[config.mk]
export PLATFORM = sky130hd
export DESIGN_NAME = ad7476_capture
export DESIGN_NICKNAME = d
export VERILOG_FILES = /design/src/rtl/ad7476_pkg.sv /design/src/rtl/ad7476_sclk_gen.sv /design/src/rtl/ad7476_capture.sv
export SDC_FILE = /design/constraint.sdc
export NUM_CORES = 1
export LEC_CHECK = 0
export BUFFER_PORTS_ARGS = -buffer_cell sky130_fd_sc_hd__buf_2
export CORE_MARGIN = 3
export CORE_UTILIZATION = 50
export DETAILED_ROUTE_END_ITERATION = 7
export GPL_TIMING_DRIVEN = 0
export PLACE_DENSITY = 0.72
export SKIP_CTS_REPAIR_TIMING = 1
export SYNTH_ARGS = -nofsm -noshare
export SYNTH_HDL_FRONTEND = slang
export SYNTH_HIERARCHICAL = 1
export SYNTH_SLANG_ARGS = --single-unit
[constraint.sdc]
create_clock -name WBs_CLK_i -period 2 [get_ports WBs_CLK_i]
set_input_delay 0 -clock WBs_CLK_i [delete_from_list [all_inputs] [get_ports WBs_CLK_i]]
set_output_delay 0 -clock WBs_CLK_i [all_outputs]
set_load 0.05 [all_outputs]
[src/rtl/ad7476_pkg.sv]
// Shared definitions for the AD7476 capture block: FSM encoding, frame
// geometry and the half-word packing helper.
package ad7476_pkg;

  // Debug-visible FSM encoding; the values are read back by software.
  typedef enum logic [1:0] {
    IDLE  = 2'd0,
    CONV  = 2'd1,
    QUIET = 2'd2,
    WAIT  = 2'd3
  } spi_state_t;

  localparam int FRAME_BITS = 16;  // SCLK rising edges per conversion
  localparam int DATA_BITS  = 12;  // useful sample bits at the LSB end
  localparam int LEAD_BITS  = 4;   // leading bits, always zero from a good ADC

  // One 16-bit half of the output word: a nibble tag above a 12-bit sample.
  function automatic logic [15:0] pack_half(input logic [3:0] tag,
                                            input logic [DATA_BITS-1:0] sample);
    return {tag, sample};
  endfunction

endpackage

[src/rtl/ad7476_sclk_gen.sv]
// SCLK generator for the AD7476 frame. While i_run is high, SCLK toggles
// every CLK_DIV clocks starting with a falling edge. o_sclk_rise marks the
// clock edge on which SCLK goes high (the data sampling point) and
// o_frame_done marks the 16th such edge. Dropping i_run parks SCLK high.
module ad7476_sclk_gen
  import ad7476_pkg::*;
#(
  parameter int CLK_DIV = 2
) (
  input  logic i_clk,
  input  logic i_rst,
  input  logic i_run,
  output logic o_sclk,
  output logic o_sclk_rise,
  output logic o_frame_done
);

  localparam int DW = (CLK_DIV > 1) ? $clog2(CLK_DIV) : 1;

  logic [DW-1:0] r_div;
  logic          r_sclk;
  logic [4:0]    r_rise_cnt;
  logic          w_tick;
  logic          w_fall;
  logic          w_rise;

  assign w_tick       = i_run && (r_div == DW'(CLK_DIV - 1));
  assign w_fall       = w_tick && r_sclk;
  assign w_rise       = w_tick && !r_sclk;
  assign o_sclk       = r_sclk;
  assign o_sclk_rise  = w_rise;
  assign o_frame_done = w_rise && (r_rise_cnt == 5'(FRAME_BITS - 1));

  // Half-period divider, SCLK level and rising-edge count for the frame.
  always_ff @(posedge i_clk) begin
    if (i_rst || !i_run) begin
      r_div      <= '0;
      r_sclk     <= 1'b1;
      r_rise_cnt <= '0;
    end else if (w_tick) begin
      r_div <= '0;
      if (w_fall) begin
        r_sclk <= 1'b0;
      end else begin
        r_sclk     <= 1'b1;
        r_rise_cnt <= r_rise_cnt + 5'd1;
      end
    end else begin
      r_div <= r_div + DW'(1);
    end
  end

endmodule

[src/rtl/ad7476_capture.sv]
// AD7476 SPI master and sample packer on the Wishbone clock.
// Captures 16-bit frames, keeps the low 12 bits, and pushes two samples per
// 32-bit word. Optional build macro ADC_SEQ_TAG_EN replaces the zero nibbles
// with a per-sample sequence tag.
//
// Push interface: Sensor_RD_Push_o is a one-cycle strobe with no ready; the
// data word is valid in that cycle and held stable until the next strobe.
// A half-filled pair is dropped whenever the FSM returns to IDLE, so every
// new enable session starts pairing from an even sample.
module ad7476_capture #(
  parameter int CLK_DIV       = 2,
  parameter int QUIET_CYCLES  = 4,
  parameter int SAMPLE_PERIOD = 100
) (
  input  logic        WBs_CLK_i,
  input  logic        WBs_RST_i,
  input  logic        Sensor_Enable_i,
  input  logic        adc_sdata_i,
  output logic        adc_cs_n_o,
  output logic        adc_sclk_o,
  output logic [31:0] Sensor_RD_Data_o,
  output logic        Sensor_RD_Push_o,
  output logic [1:0]  spi_fsm_st_o,
  output logic        frame_err_o
);
  import ad7476_pkg::*;

  spi_state_t            r_state;
  logic                  r_cs_n;
  logic [15:0]           r_period;
  logic [15:0]           r_quiet;
  logic [FRAME_BITS-1:0] r_shift;
  logic [DATA_BITS-1:0]  r_s0;
  logic                  r_ptr;
  logic                  r_abort;
  logic [31:0]           r_data;
  logic                  r_push;
  logic                  r_err;

  logic                  w_sclk;
  logic                  w_sclk_rise;
  logic                  w_frame_done;
  logic                  w_quiet_first;
  logic                  w_store;
  logic                  w_period_up;
  logic [3:0]            w_tag_lo;
  logic [3:0]            w_tag_hi;

  ad7476_sclk_gen #(
    .CLK_DIV(CLK_DIV)
  ) u_sclk_gen (
    .i_clk       (WBs_CLK_i),
    .i_rst       (WBs_RST_i),
    .i_run       (r_state == CONV),
    .o_sclk      (w_sclk),
    .o_sclk_rise (w_sclk_rise),
    .o_frame_done(w_frame_done)
  );

  // First QUIET cycle: the shift register holds the complete frame.
  assign w_quiet_first = (r_state == QUIET) && (r_quiet == 16'd0);
  assign w_store       = w_quiet_first && !r_abort;
  assign w_period_up   = (r_period >= 16'(SAMPLE_PERIOD - 1));

`ifdef ADC_SEQ_TAG_EN
  logic [3:0] r_tag;
  logic [3:0] r_tag_s0;
  logic       r_en_d;

  // Sequence tag: counts stored samples, restarts on each enable rising edge.
  always_ff @(posedge WBs_CLK_i) begin
    if (WBs_RST_i) begin
      r_tag    <= 4'h0;
      r_tag_s0 <= 4'h0;
      r_en_d   <= 1'b0;
    end else begin
      r_en_d <= Sensor_Enable_i;
      if (Sensor_Enable_i && !r_en_d) begin
        r_tag <= 4'h0;
      end else if (w_store) begin
        r_tag <= r_tag + 4'h1;
      end
      if (w_store && !r_ptr) begin
        r_tag_s0 <= r_tag;
      end
    end
  end

  assign w_tag_lo = r_tag_s0;
  assign w_tag_hi = r_tag;
`else
  assign w_tag_lo = 4'h0;
  assign w_tag_hi = 4'h0;
`endif

  // Frame sequencing, sample capture, pair packing and error flag.
  always_ff @(posedge WBs_CLK_i) begin
    if (WBs_RST_i) begin
      r_state  <= IDLE;
      r_cs_n   <= 1'b1;
      r_period <= 16'd0;
      r_quiet  <= 16'd0;
      r_shift  <= '0;
      r_s0     <= '0;
      r_ptr    <= 1'b0;
      r_abort  <= 1'b0;
      r_data   <= 32'd0;
      r_push   <= 1'b0;
      r_err    <= 1'b0;
    end else begin
      r_push <= 1'b0;
      if (r_period != 16'hFFFF) begin
        r_period <= r_period + 16'd1;
      end

      case (r_state)
        IDLE: begin
          if (Sensor_Enable_i) begin
            r_state  <= CONV;
            r_cs_n   <= 1'b0;
            r_period <= 16'd0;
            r_abort  <= 1'b0;
          end
        end

        CONV: begin
          // The ADC needs all 16 clocks, so a dropped enable only marks
          // the frame for discard.
          if (!Sensor_Enable_i) begin
            r_abort <= 1'b1;
          end
          if (w_sclk_rise) begin
            r_shift <= {r_shift[FRAME_BITS-2:0], adc_sdata_i};
          end
          if (w_frame_done) begin
            r_state <= QUIET;
            r_cs_n  <= 1'b1;
            r_quiet <= 16'd0;
          end
        end

        QUIET: begin
          if (w_quiet_first) begin
            if (r_shift[FRAME_BITS-1 -: LEAD_BITS] != '0) begin
              r_err <= 1'b1;
            end
            if (r_abort) begin
              r_ptr <= 1'b0;
            end else if (!r_ptr) begin
              r_s0  <= r_shift[DATA_BITS-1:0];
              r_ptr <= 1'b1;
            end else begin
              r_data <= {pack_half(w_tag_hi, r_shift[DATA_BITS-1:0]),
                         pack_half(w_tag_lo, r_s0)};
              r_push <= 1'b1;
              r_ptr  <= 1'b0;
            end
          end
          if (r_quiet == 16'(QUIET_CYCLES - 1)) begin
            r_quiet <= 16'd0;
            if (!Sensor_Enable_i) begin
              r_state <= IDLE;
              r_ptr   <= 1'b0;
            end else if (w_period_up) begin
              r_state  <= CONV;
              r_cs_n   <= 1'b0;
              r_period <= 16'd0;
              r_abort  <= 1'b0;
            end else begin
              r_state <= WAIT;
            end
          end else begin
            r_quiet <= r_quiet + 16'd1;
          end
        end

        WAIT: begin
          if (!Sensor_Enable_i) begin
            r_state <= IDLE;
            r_ptr   <= 1'b0;
          end else if (w_period_up) begin
            r_state  <= CONV;
            r_cs_n   <= 1'b0;
            r_period <= 16'd0;
            r_abort  <= 1'b0;
          end
        end

        default: r_state <= IDLE;
      endcase
    end
  end

  assign adc_cs_n_o       = r_cs_n;
  assign adc_sclk_o       = w_sclk;
  assign Sensor_RD_Data_o = r_data;
  assign Sensor_RD_Push_o = r_push;
  assign spi_fsm_st_o     = r_state;
  assign frame_err_o      = r_err;

endmodule

# Word-level counts from Yosys, hierarchy flattened
# Index checks and enable logic that the tools add are counted.
[classes] add_sub_neg=4 reduce_logical=25 n_lt_le_gt_ge=1 muxes=37 n_eq_ne=12 bitwise_logic=5
[op_table] operator="$mux W16" count=7
[op_table] operator="$pmux W16 S3" count=1
[op_table] operator="$add A16 B1 Y16 const B" count=2
[op_table] operator="$pmux W16 S2" count=1
[op_table] operator="$mux W1" count=17
[op_table] operator="$eq A16 B2 Y1 const B" count=1
[op_table] operator="$ge A16 B7 Y1 const B" count=1
[op_table] operator="$logic_not A16 Y1" count=1
[op_table] operator="$ne A16 B16 Y1 const B" count=1
[op_table] operator="$mux W2" count=7
[op_table] operator="$reduce_and A4 Y1" count=3
[op_table] operator="$reduce_and A3 Y1" count=3
[op_table] operator="$ne A2 B2 Y1 const B" count=4
[op_table] operator="$pmux W1 S4" count=2
[op_table] operator="$pmux W2 S4" count=1
[op_table] operator="$reduce_and A2 Y1" count=4
[op_table] operator="$add A5 B1 Y5 const B" count=1
[op_table] operator="$eq A5 B4 Y1 const B" count=1
[op_table] operator="$logic_and A1 B1 Y1" count=5
[op_table] operator="$not A1 Y1" count=5
[op_table] operator="$eq A2 B2 Y1 const B" count=2
[op_table] operator="$reduce_bool A2 Y1" count=2
[op_table] operator="$reduce_bool A4 Y1" count=1
[op_table] operator="$reduce_or A4 Y1" count=1
[op_table] operator="other kinds (9)" count=10
[word_totals] output_inout_bits=38 regBits=98 wordCells=98 inputBits=4

# Logic depth before layout (Yosys ltp)
# Gate-level depths: netlist of the first run.
[logic_depth] word_depth=6 ltp_mapped=9 mapped_depth_nobuf=9

# Modules after synthesis
# The synthesis of the first run kept the hierarchy.
[modules_own_cells] mod="ad7476_capture" cells_per_inst=450 area_each_um2=3789.9 seq_area_each_um2=1821.7 instances=1
[modules_own_cells] mod="ad7476_sclk_gen" cells_per_inst=35 area_each_um2=331.6 seq_area_each_um2=140.1 instances=1

# Least setup slack after synthesis of the first run
# Ideal clock, no wire load.
[synth_path] path_kind="register to register" start="register r_state[0] (netlist: spi_fsm_st_o[0])" end="register r_quiet[7]" path_slack_ns=-0.604 t_arrival_ns=2.487 period_less_slack_ns=2.604 stages_incl_launch_ff=10 t_required_ns=1.883 path_buffers=1 setup_time_ns=0.117 cell_sequence="dfxtp_1 > nor2b_1 > and3b_1 > buf_6 > and2_1 > nand3b_1 > a211oi_1 > and3_1 > xnor2_1 > nor2_1"
[synth_between] elab_chain_len=6 word_cells_on_any_way=9 classes_between="eq/ne (3); mux (1); reduce/logical (5)"
[synth_lines] element="from (decl)" line="ad7476_capture.sv:28" source="spi_state_t r_state;"
[synth_lines] element="from (signal assigned)" line="ad7476_capture.sv:99" source="r_state <= IDLE;"
[synth_lines] element="from (signal assigned)" line="ad7476_capture.sv:119" source="r_state <= CONV;"
[synth_lines] element="from (signal assigned)" line="ad7476_capture.sv:136" source="r_state <= QUIET;"
[synth_lines] element="$eq A2 B1 Y1" line="ad7476_capture.sv:54" source=".i_run (r_state == CONV),"
[synth_lines] element="$logic_and A1 B1 Y1" line="ad7476_sclk_gen.sv:27" source="assign w_tick = i_run && (r_div == DW'(CLK_DIV - 1));"
[synth_lines] element="$logic_and A1 B1 Y1" line="ad7476_sclk_gen.sv:29" source="assign w_rise = w_tick && !r_sclk;"
[synth_lines] element="net w_sclk_rise" line="ad7476_capture.sv:41" source="logic w_sclk_rise;"
[synth_lines] element="$logic_and A1 B1 Y1" line="ad7476_sclk_gen.sv:32" source="assign o_frame_done = w_rise && (r_rise_cnt == 5'(FRAME_BITS - 1));"
[synth_lines] element="net w_frame_done" line="ad7476_capture.sv:42" source="logic w_frame_done;"
[synth_lines] element="$ne A2 B2 Y1 (no line)"
[synth_lines] element="$reduce_and A2 Y1 (no line)"
[synth_lines] element="to (signal assigned)" line="ad7476_capture.sv:173" source="r_quiet <= r_quiet + 16'd1;"
[synth_lines] element="to (decl)" line="ad7476_capture.sv:31" source="logic [15:0] r_quiet;"
# The timed path passes the listed nets, and every way through them passes these cells.
# A chain may end at the register's enable or synchronous reset.

# Worst setup path in the final report of the first run
# Ends and elaborated chain as after synthesis.

==> run_results.csv, run 1 <==
group,metric,value,unit
run_status,status,"finished with violations",
run_status,violations,"setup timing",
global_routing,grtUsageTotal,17.2,%
die,dieArea,9370,um^2
place,gp_congestion,0.805,
final_layout,fillers,673,
timing,max_slew_margin,65.5,%
synth,ys.flop_type,"dfxtp_1",
setup_path,criticalPathCategory,"flip-flop to flip-flop",
synth,synthArstFlopShare,0,%
synth,yosysTopAreaCellShare,47.6,%
synth,ys_seq_elements,98,
setup_path,path_cells,"nor2b_4, and3b_1, buf_6, and2_4, nand3b_1, a211oi_4, and3_1, xnor2_1, nor2_1",
die,initial_utilization,52.5,%
clocking,clk_latency,0.37,ns
place,placed_cells,627,
global_routing,overflow,0,
final_layout,layout_commonest_cell,"nand2_1",
setup_path,startpoint_type,"flip-flop",
final_layout,final_core_util,63.5,%
synth,synth_top_area_cell,"dfxtp_1",
synth,netlist_instances,485,
power,switching_power,884,uW
die,die_x,96.8,um
clocking,cts.sinks,98,
global_routing,antenna_found_initial,0,
clocking,path_clk_slew,0.10,ns
timing,post-route-period-util,105,%
die,io_pins,42,
clocking,cts_tree,"built",
timing,skew,0.0144,ns
place,dpl.hpwl,5730,um
timing,grt_setup_unrepaired,"true",
power,swShare,26.1,%
flow_run,maxCapViolCount,0,
routing,vias,3438,
clocking,ctsHtreeMaxLevel,3,
final_layout,layout_common_cells,"nand2_1, dfxtp_1, nor2_1",
routing,remaining_drc_errors,0,
setup_path,critPathMaxFanout,5,
global_routing,grtUsageMet1,22.8,%
clocking,cts_buffer_depth,2,
routing,finalWirelength,8450,um
final_layout,drive_gt1_share,22.7,%
routing,via_per_inst,5.19,
timing,final-setup-viol-count,8,
global_routing,grtUsageMet2,27.9,%
setup_path,slowest_delay,0.41,ns
timing,max_freq,477,MHz
synth,postSynthAreaPerCell,8.50,um^2
timing,final_hold_viol_count,0,
global_routing,use_met3,3.46,%
power,p_leak,1.85,nW
synth,synth_edf_count,0,
worst_hold_path,holdCritPathClass,"primary input to flip-flop",
timing,drv_slew,0,
synth,ys_types,51,
global_routing,grt_pass1_wl,13700,um
synth,synth.top_cells.by_area,"dfxtp_1, nand2_1, a21oi_1",
routing,wl_per_cell,12.8,um
power,seqPwrFrac,57.9,%
final_layout,area_growth,20.9,%
routing,firstDrtPassIters,4,
setup_path,cp_slowest_cell,"a211oi_4",
die,die_y,96.8,um
power,pwr-share-clk,37.5,%
clocking,clock-root-buffer,"clkbuf_8",
timing,timing.hold.ws,0.0120,ns
timing,post-route-min-period,2.10,ns
power,p_int,2.51,mW
final_layout,antennaDiodeCount,0,
synth,ys_warn_count,6,
routing,drt-initial-drc-count,162,
final_layout,stdcell_count,662,
final_layout,nets,564,
synth,yosysSeqAreaShare,47.6,%
power,peakVddDrop,455,uV
setup_path,crit_arrival,2.36,ns
setup_path,endpoint_kind,"flip-flop",
die,row_count,32,
setup_path,cp.required,2.26,ns
global_routing,grt_max_degree,21,
global_routing,grt_pass1_vias,3111,
die,coreArea,7850,um^2
clocking,cts_buffers,9,
power,power.density,680,nW/um^2
global_routing,busiest_layer,"met2",
power,p_comb_share,4.6,%
place,port_buffers,33,
timing,worst_slew_pin_slew,0.518,ns
routing,ant_nets,0,
timing,setup_ws,-0.0970,ns
synth,netlist_area,4120,um^2
[kinds of logic after synthesis]
family          synth area share, %
fa+ha+maj                      1.52
buf+inv                        5.25
flops                          47.6
simple gates                   26.7
mux                            3.76
compound gates                 10.6
xor+xnor                       4.46
other cells                  0.0910
[path summary, 6_finish.rpt]
kind / from / to / slack [ns] / depth (start not counted)
min reg2reg: Sensor_RD_Data_o[2] / Sensor_RD_Data_o[2] / 0.45 / 2
max reg2reg: spi_fsm_st_o[0] / r_quiet[7] / -0.1 / 9
min: WBs_RST_i / r_quiet[13] / 0.01 / 3
max: spi_fsm_st_o[0] / r_quiet[7] / -0.1 / 9
[final cells by class]
type,count,area [um^2],share of cell area [%]
multi-input cells,354,2110,42.4
flip-flops and latches,98,1990,39.9
repair buffers,54,333,6.68
plain buffers,28,181,3.64
well taps,102,128,2.56
clock buffers,9,124,2.49
clock inverters,7,78.8,1.58
inverters,10,37.5,0.754
[flip-flops by register name, indices dropped and copies added, names as in the netlist]
signal	flops
Sensor_RD_Data_o	24
Sensor_RD_Push_o	1
adc_cs_n_o	1
frame_err_o	1
r_abort	1
r_period	16
r_ptr	1
r_quiet	16
r_s0	12
r_shift	16
spi_fsm_st_o	2
u_sclk_gen/o_sclk	1
u_sclk_gen/r_div	1
u_sclk_gen/r_rise_cnt	5
[layer usage]
metal	wire, um	vias up
li1	-	1774
met1	4020	1596
met2	3960	58
met3	333	10
met4	131	0
met5	0	-
[power groups by stage]
| stage | Clock, mW | Sequential [mW] | Combinational, mW |
|---|---|---|---|
| global placement | 0 | 2.01 | 0.141 |
| detailed placement | 0 | 2.01 | 0.142 |
| global route | 1.38 | 1.97 | 0.167 |
| finish | 1.27 | 1.96 | 0.154 |
| floorplan | 0 | 2.02 | 0.104 |
| CTS | 1.29 | 1.97 | 0.143 |
[through the flow]
stage	instance area, um^2	total power, mW	setup WS (ns)	setup TNS, ns
after detailed placement	4460	2.16	-0.236	-8.30
after global placement	4460	2.16	-0.224	-6.69
after global routing	4980	3.51	-0.194	-1.58
after floorplan	4170	2.13	-0.0274	-0.154
final	4980	3.39	-0.0970	-0.438
after CTS	4660	3.41	-0.262	-9.54
[critical path, delay by kind of cell, from the launching register on]
family	cells	cell delay (ns)
XOR/XNOR	1	0.11
AND/OR/NAND/NOR	6	0.99
AO/OA/AOI/OAI	1	0.41
flip-flops	1	0.37
buffers and inverters	1	0.11
[synthesized netlist by cell type, types with 5 or more instances]
library cell and count:
buf_4 8, a21oi_1 46, buf_2 5, and3_1 6, xnor2_1 12, nor3_1 7, a31oi_1 5, nand3_1 12
nand2b_1 7, mux2i_1 14, nand4_1 7, clkbuf_1 12, ha_1 5, xor2_1 9, nand2_1 101, inv_1 10
dfxtp_1 98, and4_1 5, nor2_1 58, nor4_1 5
No activity file was read; power rests on OpenSTA's default activity.
==> run 2: changes to the inputs <==
- CELL_PAD_IN_SITES_DETAIL_PLACEMENT: unset -> 0
- CELL_PAD_IN_SITES_GLOBAL_PLACEMENT: unset -> 2
- CORE_UTILIZATION: 50 -> 32
- PLACE_DENSITY: 0.72 -> unset
- PLACE_DENSITY_LB_ADDON: unset -> 0.1
==> run_results.csv, run 2 (same netlist as run 1, synthesis figures left out) <==
group,metric,value,unit
timing,grt_setup_unrepaired,"true",
setup_path,crit_arrival,2.21,ns
power,power.density,738,nW/um^2
setup_path,cp_slowest_cell,"or3_4",
power,p_leak,1.87,nW
place,gp_congestion,0.779,
final_layout,antennaDiodeCount,0,
global_routing,antenna_found_initial,0,
clocking,clock-root-buffer,"clkbuf_16",
setup_path,critPathMaxFanout,10,
die,dieArea,14300,um^2
clocking,cts_buffer_depth,2,
routing,remaining_drc_errors,0,
timing,tns,0,ns
clocking,ctsHtreeMaxLevel,3,
setup_path,slowest_delay,0.48,ns
setup_path,endpoint_kind,"flip-flop",
routing,met2_wirelength,4070,um
setup_path,crit_buf_inv,1,
clocking,cts_buffers,9,
global_routing,grt_pass1_wl,15300,um
final_layout,area_growth,23.4,%
global_routing,grt_max_degree,17,
timing,post-route-period-util,100,%
routing,ant_nets,0,
die,die_x,119,um
setup_path,criticalPathCategory,"flip-flop to flip-flop",
timing,max_freq,500,MHz
place,port_buffers,33,
die,coreArea,12300,um^2
run_status,status,"finished with violations",
clocking,clk_latency,0.34,ns
die,io_pins,42,
clocking,cts_tree,"built",
clocking,cts.sinks,98,
final_layout,nets,559,
routing,drt-initial-drc-count,111,
final_layout,final_core_util,41.3,%
die,row_count,40,
routing,wl_met1,4940,um
power,peakVddDrop,335,uV
routing,wl_per_cell,13.1,um
timing,timing.hold.ws,-0.00809,ns
setup_path,cp_top_family,"simple AND/OR/NAND/NOR gates",
setup_path,startpoint_type,"flip-flop",
run_status,violations,"hold timing",
timing,skew,0.00625,ns
flow_run,maxCapViolCount,0,
routing,via_per_inst,4.63,
timing,final-setup-viol-count,0,
final_layout,postLayoutCellArea,5090,um^2
routing,top_layer,"met4",
place,dpl.hpwl,6590,um
routing,vias,3340,
timing,post-route-min-period,2.00,ns
setup_path,cp.required,2.21,ns
routing,finalWirelength,9450,um
worst_hold_path,holdCritPathClass,"primary input to flip-flop",
routing,firstDrtPassIters,4,
timing,drv_slew,0,
die,die_y,119,um
global_routing,overflow,0,
timing,max_slew_margin,62.1,%
setup_path,crit_path_frequent_cell,"nand2_1",
timing,worst_slew_pin_slew,0.569,ns
final_layout,drive_gt1_share,21.5,%
final_layout,largest_reg_flops,24,
setup_path,path_cells,"nor2b_1, nand2_1, or3_4, clkbuf_4, nand2_1, a21oi_1",
timing,final_hold_viol_count,1,
routing,wl_met3,272,um
final_layout,layout_commonest_cell,"nand2_1",
place,postPlaceCellArea,4540,um^2
final_layout,layout_common_cells,"nand2_1, dfxtp_1, nor2_1",
power,finalPower,3.76,mW
global_routing,grt_pass1_vias,2947,
clocking,path_clk_slew,0.07,ns
global_routing,grtUsageTotal,13.4,%
die,initial_utilization,33.5,%
-- run 2: cell count changes in the layout (fill, tap and decap cells not counted), moves of 4 or more --
cell and change:
clkbuf_16 +9, clkbuf_8 -9, dfxtp_2 +6, dfxtp_4 -4, inv_8 -4
-- run 2: worst paths after layout --
kind / from / end / slack [ns] / cells past startpoint
worst max-delay path: spi_fsm_st_o[1] / Sensor_RD_Data_o[26] / 0.0004 / 6
worst max register to register: spi_fsm_st_o[1] / Sensor_RD_Data_o[26] / 0.0004 / 6
worst min-delay path: Sensor_Enable_i / spi_fsm_st_o[1] / -0.008 / 3
worst min register to register: Sensor_RD_Data_o[8] / Sensor_RD_Data_o[8] / 0.45 / 2
-- run 2: layout make-up --
cell class | instances | area (um^2)
Fill cell | 1286 | 7220
Multi-Input combinational cell | 354 | 2110
Sequential cell | 98 | 1980
Timing Repair Buffer | 49 | 292
Clock buffer | 10 | 229
Tap cell | 168 | 210
Buffer | 28 | 190
Clock inverter | 5 | 40.0
Inverter | 10 | 37.5
-- run 2: through the flow --
stage,std cells,worst slack [ns]
after floorplan,492,-0.0274
after global routing,722,-0.138
final,722,0.000431
after CTS,708,-0.402
after global placement,693,-0.361
after detailed placement,693,-0.384
-- run 2: layer usage --
metal | vias up | GRT usage, %
met1 | 1526 | 18.8
met5 | - | 0
met4 | 0 | 5.80
li1 | 1763 | -
met3 | 12 | 2.69
met2 | 39 | 19.8
-- run 2: where the power goes --
part	leakage, nW	switching [mW]	internal [mW]
registers	0.795	0.00954	1.96
logic	0.946	0.108	0.0508
clock network	0.129	0.781	0.848
-- run 2: tightest hold or removal path, stage by stage --
cell and delay, ns:
buf_2 0.13, nand4_1 0.08, a31oi_1 0.08
